$ cat config.mk
export PLATFORM = sky130hd
export DESIGN_NAME = seg7_bcd_display
export DESIGN_NICKNAME = d
export VERILOG_FILES = /design/src/rtl/seg7_pkg.sv /design/src/rtl/seg7_decode.sv /design/src/rtl/seg7_bcd_display.sv
export SDC_FILE = /design/constraint.sdc
export NUM_CORES = 1
export LEC_CHECK = 0
export BUFFER_PORTS_ARGS = -buffer_cell sky130_fd_sc_hd__buf_2
export CAP_MARGIN = 40
export CORE_UTILIZATION = 35
export CTS_BUF_LIST = sky130_fd_sc_hd__clkbuf_8
export DETAILED_ROUTE_END_ITERATION = 8
export HOLD_SLACK_MARGIN = 0.05
export PLACE_DENSITY = 0.59
export RECOVER_POWER = 50
export SLEW_MARGIN = 20
export SYNTH_ARGS = -nofsm -noshare
export SYNTH_HDL_FRONTEND = slang
export SYNTH_SLANG_ARGS = --single-unit
$ cat constraint.sdc
create_clock -name clk -period 3.2 [get_ports clk]
set_clock_uncertainty 0.2 [all_clocks]
set_input_delay 0.96 -clock clk [delete_from_list [all_inputs] [get_ports clk]]
set_output_delay 0.96 -clock clk [all_outputs]
set_load 0.005 [all_outputs]
$ cat src/rtl/seg7_pkg.sv
// Shared constants, state encoding and helpers for the BCD 7-segment display driver.
// Segment patterns are active-low {g,f,e,d,c,b,a}.
package seg7_pkg;

    localparam logic [6:0] SEG_BLANK = 7'b1111111;
    localparam logic [6:0] SEG_DASH  = 7'b0111111;
    localparam logic [6:0] SEG_DIGIT [0:9] = '{
        7'b1000000, 7'b1111001, 7'b0100100, 7'b0110000, 7'b0011001,
        7'b0010010, 7'b0000010, 7'b1111000, 7'b0000000, 7'b0010000
    };

    typedef enum logic [1:0] {
        IDLE   = 2'd0,
        CONV   = 2'd1,
        UPDATE = 2'd2
    } state_t;

    function automatic logic [63:0] pow10(input int n);
        logic [63:0] p;
        p = 64'd1;
        for (int i = 0; i < n; i++) begin
            p = p * 64'd10;
        end
        return p;
    endfunction

    // Double-dabble correction: a nibble of 5 or more would carry past 9 after doubling.
    function automatic logic [3:0] dabble_adj(input logic [3:0] n);
        return (n >= 4'd5) ? (n + 4'd3) : n;
    endfunction

endpackage

$ cat src/rtl/seg7_decode.sv
// One digit of active-low segment decode; a set blank flag forces the digit dark.
module seg7_decode
    import seg7_pkg::*;
(
    input  logic [3:0] nibble,
    input  logic       blank,
    output logic [6:0] seg
);

    // Nibble-to-pattern lookup; non-decimal codes go dark
    always_comb begin
        seg = SEG_BLANK;
        if (blank) begin
            seg = SEG_BLANK;
        end else begin
            case (nibble)
                4'd0:    seg = SEG_DIGIT[0];
                4'd1:    seg = SEG_DIGIT[1];
                4'd2:    seg = SEG_DIGIT[2];
                4'd3:    seg = SEG_DIGIT[3];
                4'd4:    seg = SEG_DIGIT[4];
                4'd5:    seg = SEG_DIGIT[5];
                4'd6:    seg = SEG_DIGIT[6];
                4'd7:    seg = SEG_DIGIT[7];
                4'd8:    seg = SEG_DIGIT[8];
                4'd9:    seg = SEG_DIGIT[9];
                default: seg = SEG_BLANK;
            endcase
        end
    end

endmodule

$ cat src/rtl/seg7_bcd_display.sv
// Binary-to-decimal 7-segment driver: serial double-dabble conversion (one bit per clock)
// followed by a registered per-digit decode with leading-zero blanking and overflow dashes.
module seg7_bcd_display
    import seg7_pkg::*;
#(
    parameter int BIN_W  = 16,
    parameter int DIGITS = 3,
    parameter int LZB    = 1
) (
    input  logic                  clk,
    input  logic                  rst_n,
    input  logic [BIN_W-1:0]      din,
    input  logic                  load,
    output logic                  busy,
    output logic                  done,
    output logic                  ovf,
    output logic [DIGITS*7-1:0]   seg
);

    localparam int BCD_W = DIGITS * 4;
    localparam int CNT_W = $clog2(BIN_W + 1);
    localparam logic [CNT_W-1:0] CNT_INIT  = CNT_W'(BIN_W);
    localparam logic [63:0]      OVF_LIMIT = pow10(DIGITS);

    state_t                     state_r;
    logic [BIN_W-1:0]           shift_r;
    logic [BCD_W-1:0]           bcd_r;
    logic [CNT_W-1:0]           cnt_r;
    logic                       ovf_next_r;
    logic                       ovf_r;
    logic                       busy_r;
    logic                       done_r;
    logic [DIGITS*7-1:0]        seg_r;

    logic                       din_ovf_s;
    logic [BCD_W-1:0]           bcd_adj_s;
    logic [BCD_W+BIN_W-1:0]     step_s;
    logic [DIGITS-1:0]          blank_s;
    logic [DIGITS*7-1:0]        dec_seg_s;

    assign din_ovf_s = (64'(din) >= OVF_LIMIT);

    // Add-3 correction on every BCD nibble ahead of the shift
    always_comb begin
        bcd_adj_s = '0;
        for (int i = 0; i < DIGITS; i++) begin
            bcd_adj_s[4*i +: 4] = dabble_adj(bcd_r[4*i +: 4]);
        end
    end

    assign step_s = {bcd_adj_s, shift_r} << 1;

    // Blank digit i>0 when it and every digit above it are zero
    always_comb begin
        logic zero_run_s;
        zero_run_s = 1'b1;
        blank_s    = '0;
        for (int i = DIGITS - 1; i > 0; i--) begin
            zero_run_s = zero_run_s & (bcd_r[4*i +: 4] == 4'd0);
            blank_s[i] = (LZB != 0) & zero_run_s;
        end
    end

    for (genvar g = 0; g < DIGITS; g++) begin : g_digit
        seg7_decode u_decode (
            .nibble (bcd_r[4*g +: 4]),
            .blank  (blank_s[g]),
            .seg    (dec_seg_s[7*g +: 7])
        );
    end

    // Conversion sequencer with registered outputs
    always_ff @(posedge clk or negedge rst_n) begin
        if (!rst_n) begin
            state_r    <= IDLE;
            shift_r    <= '0;
            bcd_r      <= '0;
            cnt_r      <= '0;
            ovf_next_r <= 1'b0;
            ovf_r      <= 1'b0;
            busy_r     <= 1'b0;
            done_r     <= 1'b0;
            seg_r      <= '1;
        end else begin
            done_r <= 1'b0;
            case (state_r)
                IDLE: begin
                    if (load) begin
                        shift_r    <= din;
                        bcd_r      <= '0;
                        cnt_r      <= CNT_INIT;
                        ovf_next_r <= din_ovf_s;
                        busy_r     <= 1'b1;
                        state_r    <= CONV;
                    end
                end
                CONV: begin
                    bcd_r   <= step_s[BCD_W+BIN_W-1:BIN_W];
                    shift_r <= step_s[BIN_W-1:0];
                    cnt_r   <= cnt_r - CNT_W'(1);
                    if (cnt_r == CNT_W'(1)) begin
                        state_r <= UPDATE;
                    end
                end
                UPDATE: begin
                    seg_r   <= ovf_next_r ? {DIGITS{SEG_DASH}} : dec_seg_s;
                    ovf_r   <= ovf_next_r;
                    done_r  <= 1'b1;
                    busy_r  <= 1'b0;
                    state_r <= IDLE;
                end
                default: begin
                    busy_r  <= 1'b0;
                    state_r <= IDLE;
                end
            endcase
        end
    end

    assign busy = busy_r;
    assign done = done_r;
    assign ovf  = ovf_r;
    assign seg  = seg_r;

endmodule
==> flow_summary.toml <==
[status]
outcome = "completed"

[route]
initialDrtViolationCount = 126
wirelength_um = 6920
drc = 0
dr.pass1.iters = 4
wl_per_cell_um = 13.8
vias_per_cell = 5.09
vias = 2553
ant_nets = 0

[place]
dp_hpwl_um = 4820
place_area_sq_um = 3460
preCtsSetupSlack_ps = 880
port_buffers = 42
gp_congestion = 0.843

[setup_path]
cp-end-kind = "register"
required_ps = 3260
max_stage_delay_ps = 880
path_class = "in2reg"
startpoint = "load"
path_cells = "buf_2 > or3b_1 > clkbuf_1 > o22ai_1 > nor2_1"
r2r_start = "state_r[1]$_DFFE_PN0P_"
r2r_setup_slack_ps = 1090
reg2regPathDepth = 4
r2r_end = "shift_r[15]$_DFFE_PN0P_"
slowest_stage = "clkbuf_1"
start_kind = "input pin"
path_max_fanout = 28
arrival_ps = 2490

[sta]
rsz0062_at_grt = "no"
hold_viol = 0
finalSetupTns_ps = 0
setup_viol = 0
maxSlewHeadroom = 0.157
maxSlewViolCount = 0
final_min_period_over_clock_period = 0.759
max_freq_mhz = 412
finalWorstPathRequiredPeriod_ps = 2430
worst_slew_pin_slew_ps = 1260
finalWorstSetupSlack_ps = 772

[final_layout]
fin_nets = 428
synthToLayoutAreaGrowth_pct = 14.7
multiInputGateArea_sq_um = 1470
n_fill_cell = 877
antennaDiodeCount = 0
drive_gt1_frac = 0.211
finalInstanceArea_sq_um = 3620
register_area_sq_um = 1530

[floorplanning]
coreArea_sq_um = 8720
start_util = 0.362
rows = 34
io_pins = 43
die_w_um = 97.0
die_area_sq_um = 9410
die_h_um = 97.0

[synthesis]
synth_edf_count = 0
synth_nets = 388
synth_area_per_cell_sq_um = 9.05
ys_ff_latch = 60
netlist_instances = 349
synth_area_sq_um = 3160
ys_types = 42
async_flop_share = 1.00
synth_warnings = 0
synth_ff_type = "dfrtp_1"
yosysSeqAreaShare = 0.484

[power]
finalPower_mw = 3.77
p_per_area_nw_per_um2 = 1040
ir_worst_vdd_uv = 487
leakage_nw = 1.64

[worst_hold_path]
min-delay-start = "seg[13]$_DFFE_PN1P_"
worstHoldEndpoint = "seg[13]$_DFFE_PN1P_"
hold_depth = 2
hp-class = "reg2reg"

[grt]
grt_usage = 0.160
grt_max_degree = 29
antenna_found_initial = 0
grt_pass1_wl_um = 12100
grt_overflow_total = 0
grt_pass1_vias = 2531

[clock_network]
cts_resized = 0
cts_max_path_buffers = 2
cts_max_level = 3
clk_latency_ps = 330
cts_made_buffers = 9
root_buffer = "clkbuf_8"
holdBufCountCts = 0
clock_sinks = 60
clk_pin_slew_ps = 60
post_cts_buffers = 0
cts_tree = "yes"

[job]
maxCapViolCount = 0
final cells by class:
cell class              instances  share of cell area
clock buffers                  11              0.0418
clock inverters                 5             0.00587
inverters                      17              0.0176
multi-input cells             252               0.406
flip-flops and latches         60               0.422
well taps                     108              0.0373
repair buffers                 49              0.0694
state kept, by name, indices dropped and copies added, names as in the netlist:
signal and count:
bcd_r 12, busy 1, cnt_r 5, done 1, ovf 1, ovf_next_r 1
seg 21, shift_r 16, state_r 2
worst max path at each step:
| stage | endpoint | slack (ps) | cells after the start |
|---|---|---|---|
| floorplan | shift_r[10]$_DFFE_PN0P_ | 1070 | 5 |
| global placement | ovf_next_r$_DFFE_PN0P_ | 870 | 4 |
| detailed placement | ovf_next_r$_DFFE_PN0P_ | 880 | 4 |
| CTS | seg[11] | 1050 | 1 |
| global route | busy$_DFFE_PN0P_ | 590 | 2 |
| finish | shift_r[15]$_DFFE_PN0P_ | 770 | 5 |
through the flow:
| step | hold WS (ps) | util | instances |
|---|---|---|---|
| 2_1_floorplan | 246 | - | 349 |
| 3_3_place_gp | 249 | 0.397 | 486 |
| 3_5_place_dp | 248 | 0.397 | 486 |
| 4_1_cts | 258 | 0.417 | 502 |
| 5_1_grt | 290 | 0.415 | 502 |
| 6_report | 254 | 0.415 | 502 |
synth_stat cells, types with 2 or more instances:
cell type / count / area [sq um]
nor2_1: 56 / 210
dfrtp_1: 39 / 976
a21oi_1: 33 / 165
o21ai_0: 32 / 160
nand2_1: 24 / 90.1
dfstp_2: 21 / 552
ha_1: 20 / 250
inv_1: 17 / 63.8
o22ai_1: 16 / 100
nand3_1: 13 / 65.1
nand2b_1: 10 / 62.6
buf_2: 9 / 45.0
clkbuf_1: 9 / 33.8
xnor2_1: 4 / 35.0
a22o_1: 3 / 26.3
nor3_1: 3 / 15.0
o311ai_0: 3 / 26.3
o31ai_1: 3 / 22.5
or2_2: 3 / 18.8
or3_1: 3 / 18.8
or4_1: 3 / 22.5
buf_4: 2 / 15.0
mux2i_1: 2 / 20.0
nor3b_1: 2 / 15.0
o21a_1: 2 / 15.0
kinds of logic after synthesis:
| family | share of synthesized area |
|---|---|
| buffers and inverters | 0.0499 |
| AOI/OAI and AO/OA | 0.187 |
| and+or+nand+nor | 0.183 |
| adders and majority gates | 0.0792 |
| muxes | 0.00634 |
| DFF | 0.484 |
| xor gates and xnor gates | 0.0111 |
cells in the final DEF (no fill, tap or decap), types with 2 or more instances in the layout:
cell type  count
a22o_1         3
o31ai_1        3
mux2i_1        2
clkbuf_8      11
or3_1          3
ha_1          20
buf_2         41
buf_4          4
nand2b_1      10
o21a_1         2
o22ai_1       16
a21oi_1       33
nor2_1        56
nor3b_1        2
o21ai_0       32
o311ai_0       3
dfrtp_1       39
nand2_1       24
clkinv_2       2
inv_1         20
or2_2          3
dfstp_2       21
xnor2_1        4
nand3_1       13
or4_1          3
clkbuf_1       3
nor3_1         3
routing by layer:
metal / GRT usage / vias up / share of wire
met5: 0 / - / 0
met4: 0.0517 / 0 / 0.0078
li1: - / 1297 / -
met3: 0.0405 / 4 / 0.046
met1: 0.225 / 1194 / 0.51
met2: 0.243 / 58 / 0.43
power by group:
part           switching, mW  internal, mW
sequential             0.333          1.20
combinational          0.922         0.725
clock                  0.286         0.312
total                   1.54          2.23
critical path: cells and delay by family:
family | cells | cell delay (ps)
buffers and inverters | 2 | 980
AND/OR/NAND/NOR | 2 | 310
AO/OA/AOI/OAI | 1 | 220
Power figures use the tool's default switching activity.
